--- src/rtl/xp_pkg.sv ---
// Shared types and constants for the xp FIFO consumer path.
package xp_pkg;

    localparam int XP_DATA_W = 32;

    typedef logic [1:0] keep_t;

    localparam keep_t KEEP_FULL = 2'b11;
    localparam keep_t KEEP_HALF = 2'b01;

    typedef struct packed {
        logic [2*XP_DATA_W-1:0] data;
        keep_t                  keep;
        logic                   last;
    } xp_beat_t;

endpackage

--- src/rtl/xp_sat_cnt.sv ---
// Purpose: CNT_W-bit event counter that sticks at all-ones instead of wrapping.
// Latency: count reflects an inc pulse on the following cycle.
// Backpressure: none; an inc while saturated is dropped.
module xp_sat_cnt #(
    parameter int CNT_W = 16
) (
    input  logic             clk,
    input  logic             rst,
    input  logic             inc,
    output logic [CNT_W-1:0] cnt
);

    always_ff @(posedge clk) begin
        if (rst) begin
            cnt <= '0;
        end else if (inc && (cnt != {CNT_W{1'b1}})) begin
            cnt <= cnt + {{(CNT_W-1){1'b0}}, 1'b1};
        end
    end

endmodule

--- src/rtl/xp_deq_packer.sv ---
// Purpose: drain the xp FIFO and pair consecutive words into 2-word beats; flush emits a held odd word.
// Latency: beat valid 1 cycle after the second word's data arrives (2 cycles after its deq).
// Backpressure: m_ready low stalls the beat; at most one beat plus one held word, then deq stops.
module xp_deq_packer
    import xp_pkg::*;
#(
    parameter int DATA_W = XP_DATA_W,
    parameter int CNT_W  = 16
) (
    input  logic                clk,
    input  logic                rst,
    input  logic                fifo_empty,
    output logic                fifo_deq,
    input  logic [DATA_W-1:0]   fifo_dout,
    input  logic                flush,
    output logic                flush_ack,
    output logic                m_valid,
    input  logic                m_ready,
    output logic [2*DATA_W-1:0] m_data,
    output keep_t               m_keep,
    output logic                m_last,
    output logic [CNT_W-1:0]    words_rd,
    output logic [CNT_W-1:0]    beats_out
);

    logic              rd_pend;
    logic              lo_vld;
    logic [DATA_W-1:0] lo_q;

    logic [2*DATA_W-1:0] data_q;
    keep_t               keep_q;
    logic                last_q;
    logic                out_vld;
    logic                ack_q;

    logic pair_load;
    logic flush_done;
    logic half_load;
    logic xfer;

    // Issue only when the arriving word is guaranteed a slot: either lo is free
    // or the output register is free to take the completed pair.
    assign fifo_deq = !rst && !fifo_empty && !rd_pend && !flush && (!lo_vld || !out_vld);

    assign xfer      = out_vld && m_ready;
    assign pair_load = rd_pend && lo_vld;

    // ack_q masks the cycle right after completion so a requester that drops
    // flush on seeing flush_ack never gets a second pulse.
    assign flush_done = flush && !ack_q && !rd_pend && (!lo_vld || !out_vld || m_ready);
    assign half_load  = flush_done && lo_vld;

    always_ff @(posedge clk) begin
        if (rst) begin
            rd_pend <= 1'b0;
            lo_vld  <= 1'b0;
            lo_q    <= '0;
            data_q  <= '0;
            keep_q  <= '0;
            last_q  <= 1'b0;
            out_vld <= 1'b0;
            ack_q   <= 1'b0;
        end else begin
            rd_pend <= fifo_deq;
            ack_q   <= flush_done;

            if (rd_pend && !lo_vld) begin
                lo_q   <= fifo_dout;
                lo_vld <= 1'b1;
            end else if (pair_load || half_load) begin
                lo_vld <= 1'b0;
            end

            if (pair_load) begin
                data_q  <= {fifo_dout, lo_q};
                keep_q  <= KEEP_FULL;
                last_q  <= 1'b0;
                out_vld <= 1'b1;
            end else if (half_load) begin
                data_q  <= {{DATA_W{1'b0}}, lo_q};
                keep_q  <= KEEP_HALF;
                last_q  <= 1'b1;
                out_vld <= 1'b1;
            end else if (xfer) begin
                out_vld <= 1'b0;
            end
        end
    end

    assign m_valid   = out_vld;
    assign m_data    = data_q;
    assign m_keep    = keep_q;
    assign m_last    = last_q;
    assign flush_ack = ack_q;

    xp_sat_cnt #(.CNT_W(CNT_W)) u_words_cnt (
        .clk (clk),
        .rst (rst),
        .inc (rd_pend),
        .cnt (words_rd)
    );

    xp_sat_cnt #(.CNT_W(CNT_W)) u_beats_cnt (
        .clk (clk),
        .rst (rst),
        .inc (xfer),
        .cnt (beats_out)
    );

endmodule

--- config.mk ---
export PLATFORM = sky130hd
export DESIGN_NAME = xp_deq_packer
export DESIGN_NICKNAME = d
export VERILOG_FILES = /design/src/rtl/xp_pkg.sv /design/src/rtl/xp_sat_cnt.sv /design/src/rtl/xp_deq_packer.sv
export SDC_FILE = /design/constraint.sdc
export NUM_CORES = 1
export LEC_CHECK = 0
export CORE_ASPECT_RATIO = 2
export CORE_MARGIN = 1.5
export CORE_UTILIZATION = 41
export DETAILED_ROUTE_END_ITERATION = 6
export PLACE_DENSITY = 0.7
export SYNTH_ARGS = -nofsm -noshare
export SYNTH_HDL_FRONTEND = slang
export SYNTH_SLANG_ARGS = --single-unit
--- constraint.sdc ---
create_clock -name clk -period 2.01 [get_ports clk]
set_input_delay 0.402 -clock clk [delete_from_list [all_inputs] [get_ports clk]]
set_output_delay 0.402 -clock clk [all_outputs]
set_load 0.03 [all_outputs]
==> flow_summary.json, run 1 <==
{
  "design_area_mm2": 0.00766,
  "synthTopCellsByCount": "135 x dfxtp_1, 120 x a21oi_1, 111 x nand2_1",
  "cts_made_buffers": 17,
  "tightest_slew_ps": 589,
  "initial_core_util_pct": 42.2,
  "antenna_left": 0,
  "cts_tree": "yes",
  "slew_headroom_pct": 60.7,
  "viasPerCell": 5.48,
  "cap_violations": 0,
  "cts_max_level": 4,
  "path_clk_slew_ps": 60,
  "synthesis.nets": 688,
  "synth_edf_count": 0,
  "synth_cells": 649,
  "p_leak_nw": 2.65,
  "fp.dieW_um": 83.4,
  "clock_latency_ps": 410,
  "async_flop_share_pct": 0,
  "finalCritPeriodShare_pct": 98.4,
  "vdd_drop_max_mv": 0.653,
  "die_y_um": 164,
  "critPathLaunchType": "input port",
  "arrival_ps": 1580,
  "antenna_found_initial": 0,
  "synth.largest_area_cell": "dfxtp_1",
  "ys_types": 37,
  "cp_max_fo": 2,
  "gr-usage-all-layers_pct": 22.7,
  "wl_per_cell_um": 16.1,
  "drive_gt1_share_pct": 10.1,
  "via_count": 5209,
  "skew_ps": 6.60,
  "core_area_mm2": 0.0126,
  "syn2layout_area_growth_pct": 44.6,
  "grt_overflow": 0,
  "die-area_mm2": 0.0137,
  "critical_path_class": "in2out",
  "wirelength_um": 15300,
  "utilization_pct": 61.0,
  "worst_slack_ps": 32.8,
  "grt_pass1_wl_um": 25100,
  "yosys-top-cells-area": "dfxtp_1 51%, a21oi_1 11%, nand2_1 7.9%",
  "hp-class": "in2reg",
  "hold_viol": 0,
  "power.total_mw": 6.39,
  "nFillCells": 1119,
  "cts-root-buf": "clkbuf_16",
  "dr.pass1.iters": 4,
  "placed_cell_area_mm2": 0.00698,
  "num_io_pins": 139,
  "gp_congestion": 0.880,
  "hold_slack_ps": 298,
  "yosysMostFrequentCell": "dfxtp_1",
  "nNetsFinal": 826,
  "diodes": 0,
  "synthFlopType": "dfxtp_1",
  "ys_warn_count": 0,
  "end_kind": "primary output",
  "netlist_area_mm2": 0.00530,
  "max_freq_ghz": 0.506,
  "avgSynthCellArea_um2": 8.16,
  "status": "complete, no violations",
  "fin_crit_ps": 1980,
  "drt_iter0_markers": 300,
  "maxSlewViolCount": 0,
  "setup_viol": 0,
  "synth_top_area_share_pct": 51.0,
  "pre_cts_ws_ps": -117,
  "power_density_mw_per_mm2": 834,
  "numPortBuffers": 138,
  "grt_pass1_vias": 5162,
  "synth_seq_cells": 135,
  "clock-sinks": 135,
  "hpwl_um": 10400,
  "clk_path_buf_depth": 2,
  "cp.required_ps": 1610,
  "yosysSeqAreaShare_pct": 51.0,
  "grt_start_max_net_pins": 139,
  "row_count": 58,
  "post-route-drc-count": 0
}
## logic make-up after synthesis
kind of cell               count (synthesis)  synth area share (%)
and+or+nand+nor                          228                  20.8
AOI/OAI and AO/OA                        218                  21.8
DFF                                      135                  51.0
buffers and inverters                     56                  3.99
xor gates and xnor gates                   5                 0.827
muxes                                      5                  1.02
adders and majority gates                  2                 0.472
## flip-flops by register name, summed over array words and instances, names as in the netlist
name             cells
m_keep               2
m_data              64
m_last               1
lo_q                32
flush_ack            1
u_beats_cnt.cnt     16
m_valid              1
u_words_cnt.cnt     16
lo_vld               1
rd_pend              1
## cell type report
type                            count  area [µm²]  area share (%)
Clock inverter                     11         170            2.22
Tap cell                          150         188            2.45
Sequential cell                   135        2710            35.3
Clock buffer                       21         460            6.01
Inverter                            6        22.5           0.294
Multi-Input combinational cell    458        2420            31.6
Timing Repair Buffer              169        1690            22.1
## report_power, final
part	switching [mW]	total (mW)	internal [mW]	leakage, nW
sequential	0.0199	2.73	2.71	1.09
clock	1.14	3.28	2.15	0.300
combinational	0.218	0.374	0.156	1.26
total	1.38	6.39	5.01	2.65
## worst paths after layout
check / start / slack (ps) / cells after the start / endpoint
max: fifo_empty / 30 / 4 / fifo_deq
min: rst / 300 / 3 / rd_pend
max reg2reg: u_words_cnt.cnt[13] / 210 / 5 / u_words_cnt.cnt[11]
min reg2reg: rd_pend / 450 / 1 / flush_ack
## metrics by stage
stage                     setup TNS [ps]  instances
after floorplan                        0        649
after global placement              -173        915
after detailed placement            -515        915
after CTS                         -0.644        947
after global routing              -0.560        950
final                                  0        950
## cell usage in the layout (no fill, tap or decap), types with 5 or more instances in the layout
cell type / synthesis / routed
o21ai_0: 76 / 76
dlymetal6s2s_1: 0 / 5
inv_1: 6 / 5
dlygate4sd2_1: 0 / 5
dfxtp_1: 135 / 133
or3_1: 12 / 12
nand3_1: 42 / 42
or4_1: 7 / 6
and4_1: 5 / 5
clkbuf_16: 0 / 17
o31ai_1: 7 / 7
xor2_1: 5 / 5
nor4_1: 6 / 5
nand4_1: 8 / 8
a21oi_1: 120 / 118
clkdlybuf4s50_1: 0 / 126
buf_12: 0 / 6
nand2_1: 111 / 111
buf_4: 0 / 26
nor2_1: 18 / 16
## critical path, cell delays in order
cell and delay, ps:
clkdlybuf4s50_1 400, or4_4 490, a21oi_2 140, buf_6 150
## metal layers
layer  vias up  part of all wire [%]  track usage [%]
met2       143                    56             42.8
met5         -                     0                0
li1       2569                     -                -
met1      2463                    36             23.7
met4         0                   3.3             10.8
met3        34                   4.6             4.87
## timing repair
action,in CTS,in global routing
cloned,0,0
endpoints found under the setup margin,5,8
gates resized for setup,10,6
setup buffers,0,3
pin swaps,1,2
hold buffers,0,0
endpoints found under the hold margin,0,0
No activity file was read; power rests on OpenSTA's default activity.
==> run 2, diff against run 1 <==
==> constraint.sdc (replaced) <==
create_clock -name clk -period 1.9 [get_ports clk]
set_input_delay 0.38 -clock clk [delete_from_list [all_inputs] [get_ports clk]]
set_output_delay 0.38 -clock clk [all_outputs]
set_load 0.03 [all_outputs]
==> flow_summary.json, run 2 (synthesized netlist as in run 1, its figures left out) <==
{
  "final_common_cell": "dfxtp_1",
  "p_leak_nw": 2.82,
  "die_y_um": 164,
  "syn2layout_area_growth_pct": 44.7,
  "fp.dieW_um": 83.4,
  "cp.required_ps": 1520,
  "antenna_found_initial": 0,
  "vdd_drop_max_mv": 0.676,
  "grt_overflow": 0,
  "path_clk_slew_ps": 60,
  "viasPerCell": 5.57,
  "wirelength_um": 15600,
  "die-area_mm2": 0.0137,
  "critPathTopFamily": "buffers and inverters",
  "numPortBuffers": 138,
  "maxSlewViolCount": 0,
  "cts-root-buf": "clkbuf_16",
  "clock_latency_ps": 410,
  "hold_slack_ps": 259,
  "largest_register_ffs": 64,
  "slew_headroom_pct": 55.8,
  "critical_path_class": "reg2out",
  "cts_tree": "yes",
  "max_freq_ghz": 0.532,
  "clk_path_buf_depth": 2,
  "antenna_left": 0,
  "hpwl_um": 10400,
  "finalNonFillerCells": 949,
  "tightest_slew_ps": 663,
  "cts_made_buffers": 17,
  "hp-class": "in2reg",
  "initial_core_util_pct": 42.2,
  "core_area_mm2": 0.0126,
  "grt_pass1_wl_um": 25000,
  "post-route-drc-count": 0,
  "via_count": 5284,
  "max_stage_delay_ps": 700,
  "dr.pass1.iters": 5,
  "drive_gt1_share_pct": 10.8,
  "power_density_mw_per_mm2": 898,
  "cp_max_fo": 2,
  "gp_congestion": 0.799,
  "skew_ps": 7.28,
  "hold_buffers": 0,
  "gr-usage-all-layers_pct": 22.7,
  "dpl.cell_count": 916,
  "path_buf_inv": 1,
  "cpMaxStageDelayCell": "clkdlybuf4s50_1",
  "crit_chain": "clkdlybuf4s50_1",
  "num_io_pins": 139,
  "wl_per_cell_um": 16.5,
  "cap_violations": 0,
  "final_cell_mix": "127 x dfxtp_1, 118 x a21oi_1, 111 x nand2_1",
  "row_count": 58,
  "cts_max_level": 4,
  "end_kind": "primary output",
  "clock-sinks": 135,
  "drt_iter0_markers": 420,
  "nFillCells": 1136,
  "grt_pass1_vias": 5080,
  "setup_viol": 0,
  "diodes": 0,
  "hold_viol": 0,
  "nNetsFinal": 825,
  "finalCritPeriodShare_pct": 98.9,
  "rsz0062_at_grt": "no",
  "fin_crit_ps": 1880,
  "arrival_ps": 1500,
  "grt_start_max_net_pins": 139,
  "status": "complete, no violations",
  "critPathLaunchType": "register"
}
==> run 2: cell types whose count changed in the layout (fill, tap and decap cells not counted), moves of 2 or more <==
cell             before  now
clkinv_4              0    4
clkinvlp_4            3    0
clkdlybuf4s50_1     126  105
dlymetal6s2s_1        5    9
clkbuf_8              2    0
dfxtp_1             133  127
dlygate4sd2_1         5   22
dfxtp_2               1    7
==> run 2: layout make-up <==
cell class / count / area, µm² / area share [%]
repair buffers: 168 / 1680 / 21.9
clock inverters: 14 / 221 / 2.89
clock buffers: 18 / 429 / 5.60
well taps: 150 / 188 / 2.45
multi-input cells: 458 / 2410 / 31.5
flip-flops and latches: 135 / 2720 / 35.4
inverters: 6 / 22.5 / 0.294
==> run 2: through the flow <==
stage                     utilization (%)  power, mW  cell area [µm²]  TNS, ps  setup WS (ps)
after floorplan                         -       3.13             5310        0          0.683
after global placement               55.7       3.33             6990    -2660           -138
after detailed placement             55.7       3.33             6990    -4570           -202
after CTS                            60.8       6.94             7630        0          0.230
after global routing                 61.1       7.10             7660        0           1.93
final                                61.1       6.88             7660        0           20.0
==> run 2: final timing paths <==
kind                 startpoint             endpoint  slack (ps)  depth (start not counted)
min reg2reg             rd_pend            flush_ack         450                          1
min                         rst              rd_pend         260                          3
max reg2reg  u_beats_cnt.cnt[0]  u_beats_cnt.cnt[10]         150                          6
max                   m_data[4]            m_data[4]          20                          1
==> run 2: power breakdown <==
part | switching, mW | internal, mW | total [mW]
Clock | 1.26 | 2.34 | 3.61
Sequential | 0.0177 | 2.86 | 2.88
Combinational | 0.237 | 0.155 | 0.393
==> run 2: timing repair <==
item,4_1_cts,5_1_grt
pin swaps,1,0
cloned,0,0
buffers inserted,0,1
gates resized for setup,27,10
setup endpoints to repair,21,12
==> run 2: metal layers <==
metal	vias up	share of wire, %	global-route usage, %	routed length (µm)
li1	2564	-	-	-
met1	2510	37	23.6	5710
met2	176	56	42.9	8810
met3	34	4.3	4.57	673
met4	0	2.7	10.6	427
met5	-	0	0	0
